`src/rtl/mem_port_arbiter.sv`:
```
// mem_port_arbiter: request/grant sequencer for the shared single-port
// memory; fetch and data paths, exactly one transaction in flight.
module mem_port_arbiter #(
  parameter int AW         = 8,
  parameter int DW         = 8,
  parameter int RD_LAT     = 1,
  parameter int STARVE_MAX = 2
) (
  input  logic          clk,
  input  logic          rst_n,
  input  logic          if_req,
  input  logic [AW-1:0] if_addr,
  output logic          if_gnt,
  output logic          if_rvalid,
  input  logic          d_req,
  input  logic          d_we,
  input  logic [AW-1:0] d_addr,
  input  logic [DW-1:0] d_wdata,
  output logic          d_gnt,
  output logic          d_rvalid,
  output logic [DW-1:0] rdata,
  output logic [AW-1:0] mem_addr,
  output logic [DW-1:0] mem_wdata,
  output logic          mem_we,
  output logic          mem_re,
  input  logic [DW-1:0] mem_rdata,
  output logic          busy
);

  localparam int LW = 3;
  localparam int SW = (STARVE_MAX < 2) ? 1 : $clog2(STARVE_MAX + 1);

  typedef enum logic [1:0] {
    S_IDLE,
    S_CMD,
    S_WAIT,
    S_RESP
  } state_t;

  state_t          r_state;
  state_t          w_state_n;
  logic            r_fetch;
  logic            w_fetch_n;
  logic            r_store;
  logic            w_store_n;
  logic [LW-1:0]   r_lat;
  logic [LW-1:0]   w_lat_n;
  logic [SW-1:0]   r_starve;
  logic [SW-1:0]   w_starve_n;
  logic            r_if_gnt;
  logic            w_if_gnt_n;
  logic            r_d_gnt;
  logic            w_d_gnt_n;
  logic            r_if_rv;
  logic            w_if_rv_n;
  logic            r_d_rv;
  logic            w_d_rv_n;
  logic [DW-1:0]   r_rdata;
  logic [DW-1:0]   w_rdata_n;
  logic [AW-1:0]   r_mem_addr;
  logic [AW-1:0]   w_addr_n;
  logic [DW-1:0]   r_mem_wdata;
  logic [DW-1:0]   w_wdata_n;
  logic            r_mem_we;
  logic            w_mem_we_n;
  logic            r_mem_re;
  logic            w_mem_re_n;
  logic            r_busy;
  logic            w_busy_n;
  logic            w_any;
  logic            w_starve_max;
  logic            w_pick_if;

  // data wins unless fetch has waited through STARVE_MAX data grants
  assign w_any        = if_req | d_req;
  assign w_starve_max = (r_starve == SW'(STARVE_MAX));
  assign w_pick_if    = if_req & (~d_req | w_starve_max);
  assign w_busy_n     = (w_state_n != S_IDLE);

  // next-state and next-output decode; all outputs are registered
  always_comb begin
    w_state_n  = r_state;
    w_fetch_n  = r_fetch;
    w_store_n  = r_store;
    w_lat_n    = r_lat;
    w_starve_n = r_starve;
    w_addr_n   = r_mem_addr;
    w_wdata_n  = r_mem_wdata;
    w_rdata_n  = r_rdata;
    w_if_gnt_n = 1'b0;
    w_d_gnt_n  = 1'b0;
    w_if_rv_n  = 1'b0;
    w_d_rv_n   = 1'b0;
    w_mem_we_n = 1'b0;
    w_mem_re_n = 1'b0;
    unique case (r_state)
      S_IDLE: begin
        if (w_any) begin
          w_state_n  = S_CMD;
          w_fetch_n  = w_pick_if;
          w_store_n  = ~w_pick_if & d_we;
          w_if_gnt_n = w_pick_if;
          w_d_gnt_n  = ~w_pick_if;
          w_mem_we_n = ~w_pick_if & d_we;
          w_mem_re_n = w_pick_if | ~d_we;
          if (w_pick_if) begin
            w_addr_n   = if_addr;
            w_starve_n = '0;
          end else begin
            w_addr_n  = d_addr;
            w_wdata_n = d_wdata;
            if (!if_req) begin
              w_starve_n = '0;
            end else if (!w_starve_max) begin
              w_starve_n = r_starve + 1'b1;
            end
          end
        end
      end
      S_CMD: begin
        if (r_store) begin
          w_state_n = S_IDLE;
        end else begin
          w_state_n = S_WAIT;
          w_lat_n   = LW'(RD_LAT);
        end
      end
      S_WAIT: begin
        if (r_lat == LW'(1)) begin
          w_state_n = S_RESP;
          w_rdata_n = mem_rdata;
          w_if_rv_n = r_fetch;
          w_d_rv_n  = ~r_fetch;
        end else begin
          w_lat_n = r_lat - LW'(1);
        end
      end
      S_RESP: begin
        w_state_n = S_IDLE;
      end
      default: begin
        w_state_n = S_IDLE;
      end
    endcase
  end

  // state and output registers; reset abandons any transaction
  always_ff @(posedge clk) begin
    if (!rst_n) begin
      r_state     <= S_IDLE;
      r_fetch     <= 1'b0;
      r_store     <= 1'b0;
      r_lat       <= '0;
      r_starve    <= '0;
      r_if_gnt    <= 1'b0;
      r_d_gnt     <= 1'b0;
      r_if_rv     <= 1'b0;
      r_d_rv      <= 1'b0;
      r_rdata     <= '0;
      r_mem_addr  <= '0;
      r_mem_wdata <= '0;
      r_mem_we    <= 1'b0;
      r_mem_re    <= 1'b0;
      r_busy      <= 1'b0;
    end else begin
      r_state     <= w_state_n;
      r_fetch     <= w_fetch_n;
      r_store     <= w_store_n;
      r_lat       <= w_lat_n;
      r_starve    <= w_starve_n;
      r_if_gnt    <= w_if_gnt_n;
      r_d_gnt     <= w_d_gnt_n;
      r_if_rv     <= w_if_rv_n;
      r_d_rv      <= w_d_rv_n;
      r_rdata     <= w_rdata_n;
      r_mem_addr  <= w_addr_n;
      r_mem_wdata <= w_wdata_n;
      r_mem_we    <= w_mem_we_n;
      r_mem_re    <= w_mem_re_n;
      r_busy      <= w_busy_n;
    end
  end

  assign if_gnt    = r_if_gnt;
  assign d_gnt     = r_d_gnt;
  assign if_rvalid = r_if_rv;
  assign d_rvalid  = r_d_rv;
  assign rdata     = r_rdata;
  assign mem_addr  = r_mem_addr;
  assign mem_wdata = r_mem_wdata;
  assign mem_we    = r_mem_we;
  assign mem_re    = r_mem_re;
  assign busy      = r_busy;

endmodule
```
`config.mk`:
```
export PLATFORM = sky130hd
export DESIGN_NAME = mem_port_arbiter
export DESIGN_NICKNAME = d
export VERILOG_FILES = /design/src/rtl/mem_port_arbiter.sv
export SDC_FILE = /design/constraint.sdc
export NUM_CORES = 1
export LEC_CHECK = 0
export ABC_AREA = 1
export BUFFER_PORTS_ARGS = -buffer_cell sky130_fd_sc_hd__buf_2
export CORE_UTILIZATION = 46
export CTS_BUF_LIST = sky130_fd_sc_hd__clkbuf_16
export DETAILED_ROUTE_END_ITERATION = 10
export GPL_ROUTABILITY_DRIVEN = 0
export GPL_TIMING_DRIVEN = 0
export HOLD_SLACK_MARGIN = 0.15
export PLACE_DENSITY = 0.75
export SKIP_LAST_GASP = 1
export SLEW_MARGIN = 10
export SYNTH_ARGS = -nofsm -noshare
export SYNTH_HDL_FRONTEND = slang
export SYNTH_SLANG_ARGS = --single-unit
```
`constraint.sdc`:
```
create_clock -name clk -period 1.6 [get_ports clk]
set_input_delay 0.32 -clock clk [delete_from_list [all_inputs] [get_ports clk]]
set_output_delay 0.32 -clock clk [all_outputs]
set_load 0.02 [all_outputs]
```
After elaboration in Yosys (flattened, before gate mapping)
Cells that the tools add are included.
Storage, ports and cells
  word-level logic and storage cells: 55
  bits of input ports: 37
  register bits: 40
Cells by class
  multiplexer cells: 11
  reductions and logical operators: 10
  bitwise logic cells: 9
  add/subtract/negate cells: 2
  equal/unequal tests: 8
Operators with widths (number)
  AND reduction 3 bit: 5
  two-way mux 2 bit: 6
  two-way mux 8 bit: 1
  one-hot mux 2 bit (4 select lines): 1
  == test 2 bit (second input constant): 3
  two-way mux 3 bit: 2
  one-hot mux 3 bit (2 select lines): 1
  inequality test 2 bit (second input constant): 2
  inverter 1 bit: 4
  AND reduction 2 bit: 2
  nonzero test 2 bit: 2
  == test 3 x 1 -> 1 bit (second input constant): 1
  inequality test 3 x 2 -> 1 bit (second input constant): 1
  OR 1 bit: 3
  subtractor 3 x 1 -> 3 bit (second input constant): 1
  adder 2 x 1 -> 2 bit (second input constant): 1
  bitwise AND 1 bit: 2
  == test 2 x 1 -> 1 bit (second input constant): 1
  zero test 2 bit: 1

Logic depth before layout (Yosys ltp)
  depth in word-level cells: 5
  mapped depth: 9
  depth with buffers taken out: 9

Worst setup path after synthesis
OpenSTA, ideal clock, no wires.
  path kind: flip-flop to flip-flop
  from: reg r_lat[1]
  to: reg r_rdata[2], in the netlist rdata[2]
  library setup time: 0.116 ns
  arrival: 1.119 ns
  cell stages (with the launch flop): 9
  required time: 1.484 ns
  path slack: 0.365 ns
  cells stage by stage: dfxtp_1 inv_1 ha_1 inv_1 nor2_1 nand2_2 buf_2 o21ai_0 nor2_1
Between the ends
  longest elaborated chain between the ends: 2
RTL lines
  start, declared: line 46  | logic [LW-1:0] r_lat;
  start signal, assigned: line 169  | r_lat <= w_lat_n;
  == test 3 x 1 -> 1 bit: line 129  | if (r_lat == LW'(1)) begin
  AND reduction 2 bit (no source line)
  end signal, assigned: line 175  | r_rdata <= w_rdata_n;
  end, declared: line 58  | logic [DW-1:0] r_rdata;
Every way passes these cells.
A chain may end at the register's enable or synchronous reset.

Worst setup path in the final report
  from: reg r_starve[0]
  to: reg r_mem_addr[1], in the netlist mem_addr[1]
Between the ends
  longest elaborated chain between the ends: 4
RTL lines
  start, declared: line 48  | logic [SW-1:0] r_starve;
  start signal, assigned: line 170  | r_starve <= w_starve_n;
  == test 2 bit: line 76  | assign w_starve_max = (r_starve == SW'(STARVE_MAX));
  OR 1 bit: line 77  | assign w_pick_if = if_req & (~d_req | w_starve_max);
  bitwise AND 1 bit: line 77
  two-way mux 8 bit: line 106  | if (w_pick_if) begin
  end signal, assigned: line 176  | r_mem_addr <= w_addr_n;
  end, declared: line 60  | logic [AW-1:0] r_mem_addr;
Every way passes these cells.

==> qor.tcl <==
set qor(hold_path.class) {in2reg}
set qor(cp_cell_sequence) {inv_1, ha_1, a21oi_4, nand2_2, clkinv_2, buf_6, nand3_1, nand3_1}
set qor(dp.final_hpwl_um) 2490
set qor(drc) 0
set qor(root_buffer) {sky130_fd_sc_hd__clkbuf_16}
set qor(setup_violations) 0
set qor(dp_cells) 321
set qor(postSynthCellCount) 210
set qor(diodes) 0
set qor(cts.repair_timing.setup_buffer_count) 0
set qor(result_of_the_run) {completed}
set qor(drt_first_pass_iters) 4
set qor(die_area_um2) 3710
set qor(cts-htree-levels) 2
set qor(syn-mean-instance-area_um2) 7.60
set qor(clkTransAtPathRegs_ns) 0.06
set qor(drt-vias-per-instance) 4.80
set qor(synth_enable_flop_cells) 0
set qor(path_max_fanout) 10
set qor(slowest_cell_on_the_critical_path) {sky130_fd_sc_hd__dfxtp_1}
set qor(synth_warnings) 0
set qor(fp.dieH_um) 60.9
set qor(critical_path_arrival_ns) 1.65
set qor(drv_slew) 0
set qor(grt_overflow_total) 0
set qor(seq_area_frac_synth_pct) 50.2
set qor(power.density_cell_area_nw_per_um2) 1230
set qor(die_width_um) 60.9
set qor(start_util_pct) 47.8
set qor(first_global_vias) 1197
set qor(nets) 322
set qor(tightestPinTransition_ns) 0.450
set qor(antenna_violating_nets_post_route) 0
set qor(avgRoutedWirePerCell_um) 10.5
set qor(min_period_over_period_pct) 88.9
set qor(drv.max_cap_violation_count) 0
set qor(critPathKind) {reg2reg}
set qor(vdd_drop_max_v) 0.000795
set qor(most_frequent_cells_in_the_layout) {67 x sky130_fd_sc_hd__buf_2, 40 x sky130_fd_sc_hd__dfxtp_1, 39 x sky130_fd_sc_hd__nor2_1}
set qor(hold_slack_ns) 0.225
set qor(numClockSinks) 40
set qor(unrepaired_setup_endpoints_after_global_routing) {no}
set qor(finalNonFillerCells) 329
set qor(cts_buffers) 5
set qor(i_o_pins) 68
set qor(syn_nets) 250
set qor(fin_worst_skew_ns) 0.00354
set qor(num_rows) 21
set qor(global_route_wire_length_before_repair_um) 5280
set qor(dpl_cell_area_um2) 1980
set qor(timing.critical_path.from_type) {flop}
set qor(required_ns) 1.82
set qor(synth.ff_latch_count) 40
set qor(post-route-cell-area_um2) 2130
set qor(port-buffer-count) 65
set qor(cp-end-kind) {flop}
set qor(netlist-cell-type-count) 23
set qor(fmaxAchievable_mhz) 703
set qor(fp.coreArea_um2) 3340
set qor(timing.critical_path.mode_cell) {sky130_fd_sc_hd__nand3_1}
set qor(clockBufferDepth) 2
set qor(cellLeakagePower_uw) 0.00107
set qor(timing.final.crit_period_ns) 1.42
set qor(slew-limit-headroom_pct) 69.8
set qor(synthToLayoutAreaGrowth_pct) 33.2
set qor(clkLatencyLatePin_ns) 0.28
set qor(tns_ns) 0
set qor(synth-main-ff-cell) {sky130_fd_sc_hd__dfxtp_1}
set qor(initial_antenna_violation_count) 0
set qor(critical_path.max_stage_delay_ns) 0.32
set qor(netlist_area_um2) 1600
set qor(post_route_cells_drive_above_1_share_pct) 32.5
set qor(cts_tree) {built}
set qor(grt_use_total_pct) 19.7
set qor(synth-async-reset-ratio_pct) 0
set qor(layout_commonest_cell) {sky130_fd_sc_hd__buf_2}
set qor(grt_max_degree) 14
set qor(number_of_vias_in_the_routed_layout) 1578
set qor(hold_violations) 0
set qor(first_iter_violations) 68
set qor(detail_route.wirelength_um) 3460
==> cells by family after synthesis <==
group	Yosys count	share of synthesized area, %
AOI/OAI and AO/OA	29	9.88
adders and majority gates	3	2.35
buffers and inverters	26	7.29
DFF	40	50.2
and+or+nand+nor	112	30.3
==> repair_timing <==
| action | 4_1_cts | 5_1_grt |
|---|---|---|
| gates resized for setup | 0 | 1 |
| hold buffers | 0 | 0 |
| endpoints found under the setup margin | 0 | 6 |
| hold endpoints to repair | 0 | 0 |
==> per-stage QoR <==
stage / setup slack (ns) / power [µW] / util [%]
after floorplan: 0.365 / 1510 / -
after global placement: 0.171 / 1670 / 59.3
after detailed placement: 0.164 / 1680 / 59.3
after CTS: 0.0957 / 2630 / 63.6
after global routing: 0.0201 / 2750 / 63.7
final: 0.177 / 2610 / 63.7
==> critical path, delay by kind of cell, from the launching register on <==
family / cells / cell delay (ns)
compound gates: 1 / 0.17
fa+ha+maj: 1 / 0.25
buf+inv: 3 / 0.32
flops: 1 / 0.32
simple gates: 3 / 0.32
==> cell type report <==
class                   instances  area (µm²)
inverters                      19        72.6
clock inverters                 3        18.8
plain buffers                   7        43.8
multi-input cells             144         682
fillers                       324        1210
repair buffers                 65         325
well taps                      46        57.6
flip-flops and latches         40         801
clock buffers                   5         125
==> sequential cells by signal, indices dropped and copies added, names as in the netlist, 2 cells and up <==
name / cells
r_lat: 3
r_state: 2
mem_wdata: 8
rdata: 8
r_starve: 2
mem_addr: 8
==> synthesized netlist by cell type, types with 3 or more instances <==
library cell              number  area, µm²
sky130_fd_sc_hd__nand3_1      22        110
sky130_fd_sc_hd__nand2_1      36        135
sky130_fd_sc_hd__dfxtp_1      40        801
sky130_fd_sc_hd__ha_1          3       37.5
sky130_fd_sc_hd__o21ai_0      14       70.1
sky130_fd_sc_hd__inv_2         5       18.8
sky130_fd_sc_hd__inv_1        13       48.8
sky130_fd_sc_hd__o21ai_1       8       40.0
sky130_fd_sc_hd__nor2_2        3       18.8
sky130_fd_sc_hd__nand2_2       5       31.3
sky130_fd_sc_hd__a21oi_1       5       25.0
sky130_fd_sc_hd__nor2_1       40        150
sky130_fd_sc_hd__nand4_1       3       18.8
==> power breakdown <==
group / switching (µW) / internal [µW]
registers: 46.7 / 1090
clock network: 385 / 571
logic: 335 / 187
==> per-layer routing <==
layer  GRT usage, %  routed length, µm
met1           25.4               1570
met2           30.3               1600
met3           7.04                249
met4           7.79                 41
met5              0                  0
==> worst paths after layout <==
check	from	endpoint	slack [ns]	cells past startpoint
hold / removal	d_we	mem_re	0.22	2
setup / recovery	r_starve[0]	mem_addr[1]	0.18	8
setup reg to reg	r_starve[0]	mem_addr[1]	0.18	8
hold reg to reg	mem_addr[3]	mem_addr[3]	0.46	2
(Power assumes the default switching activity.)
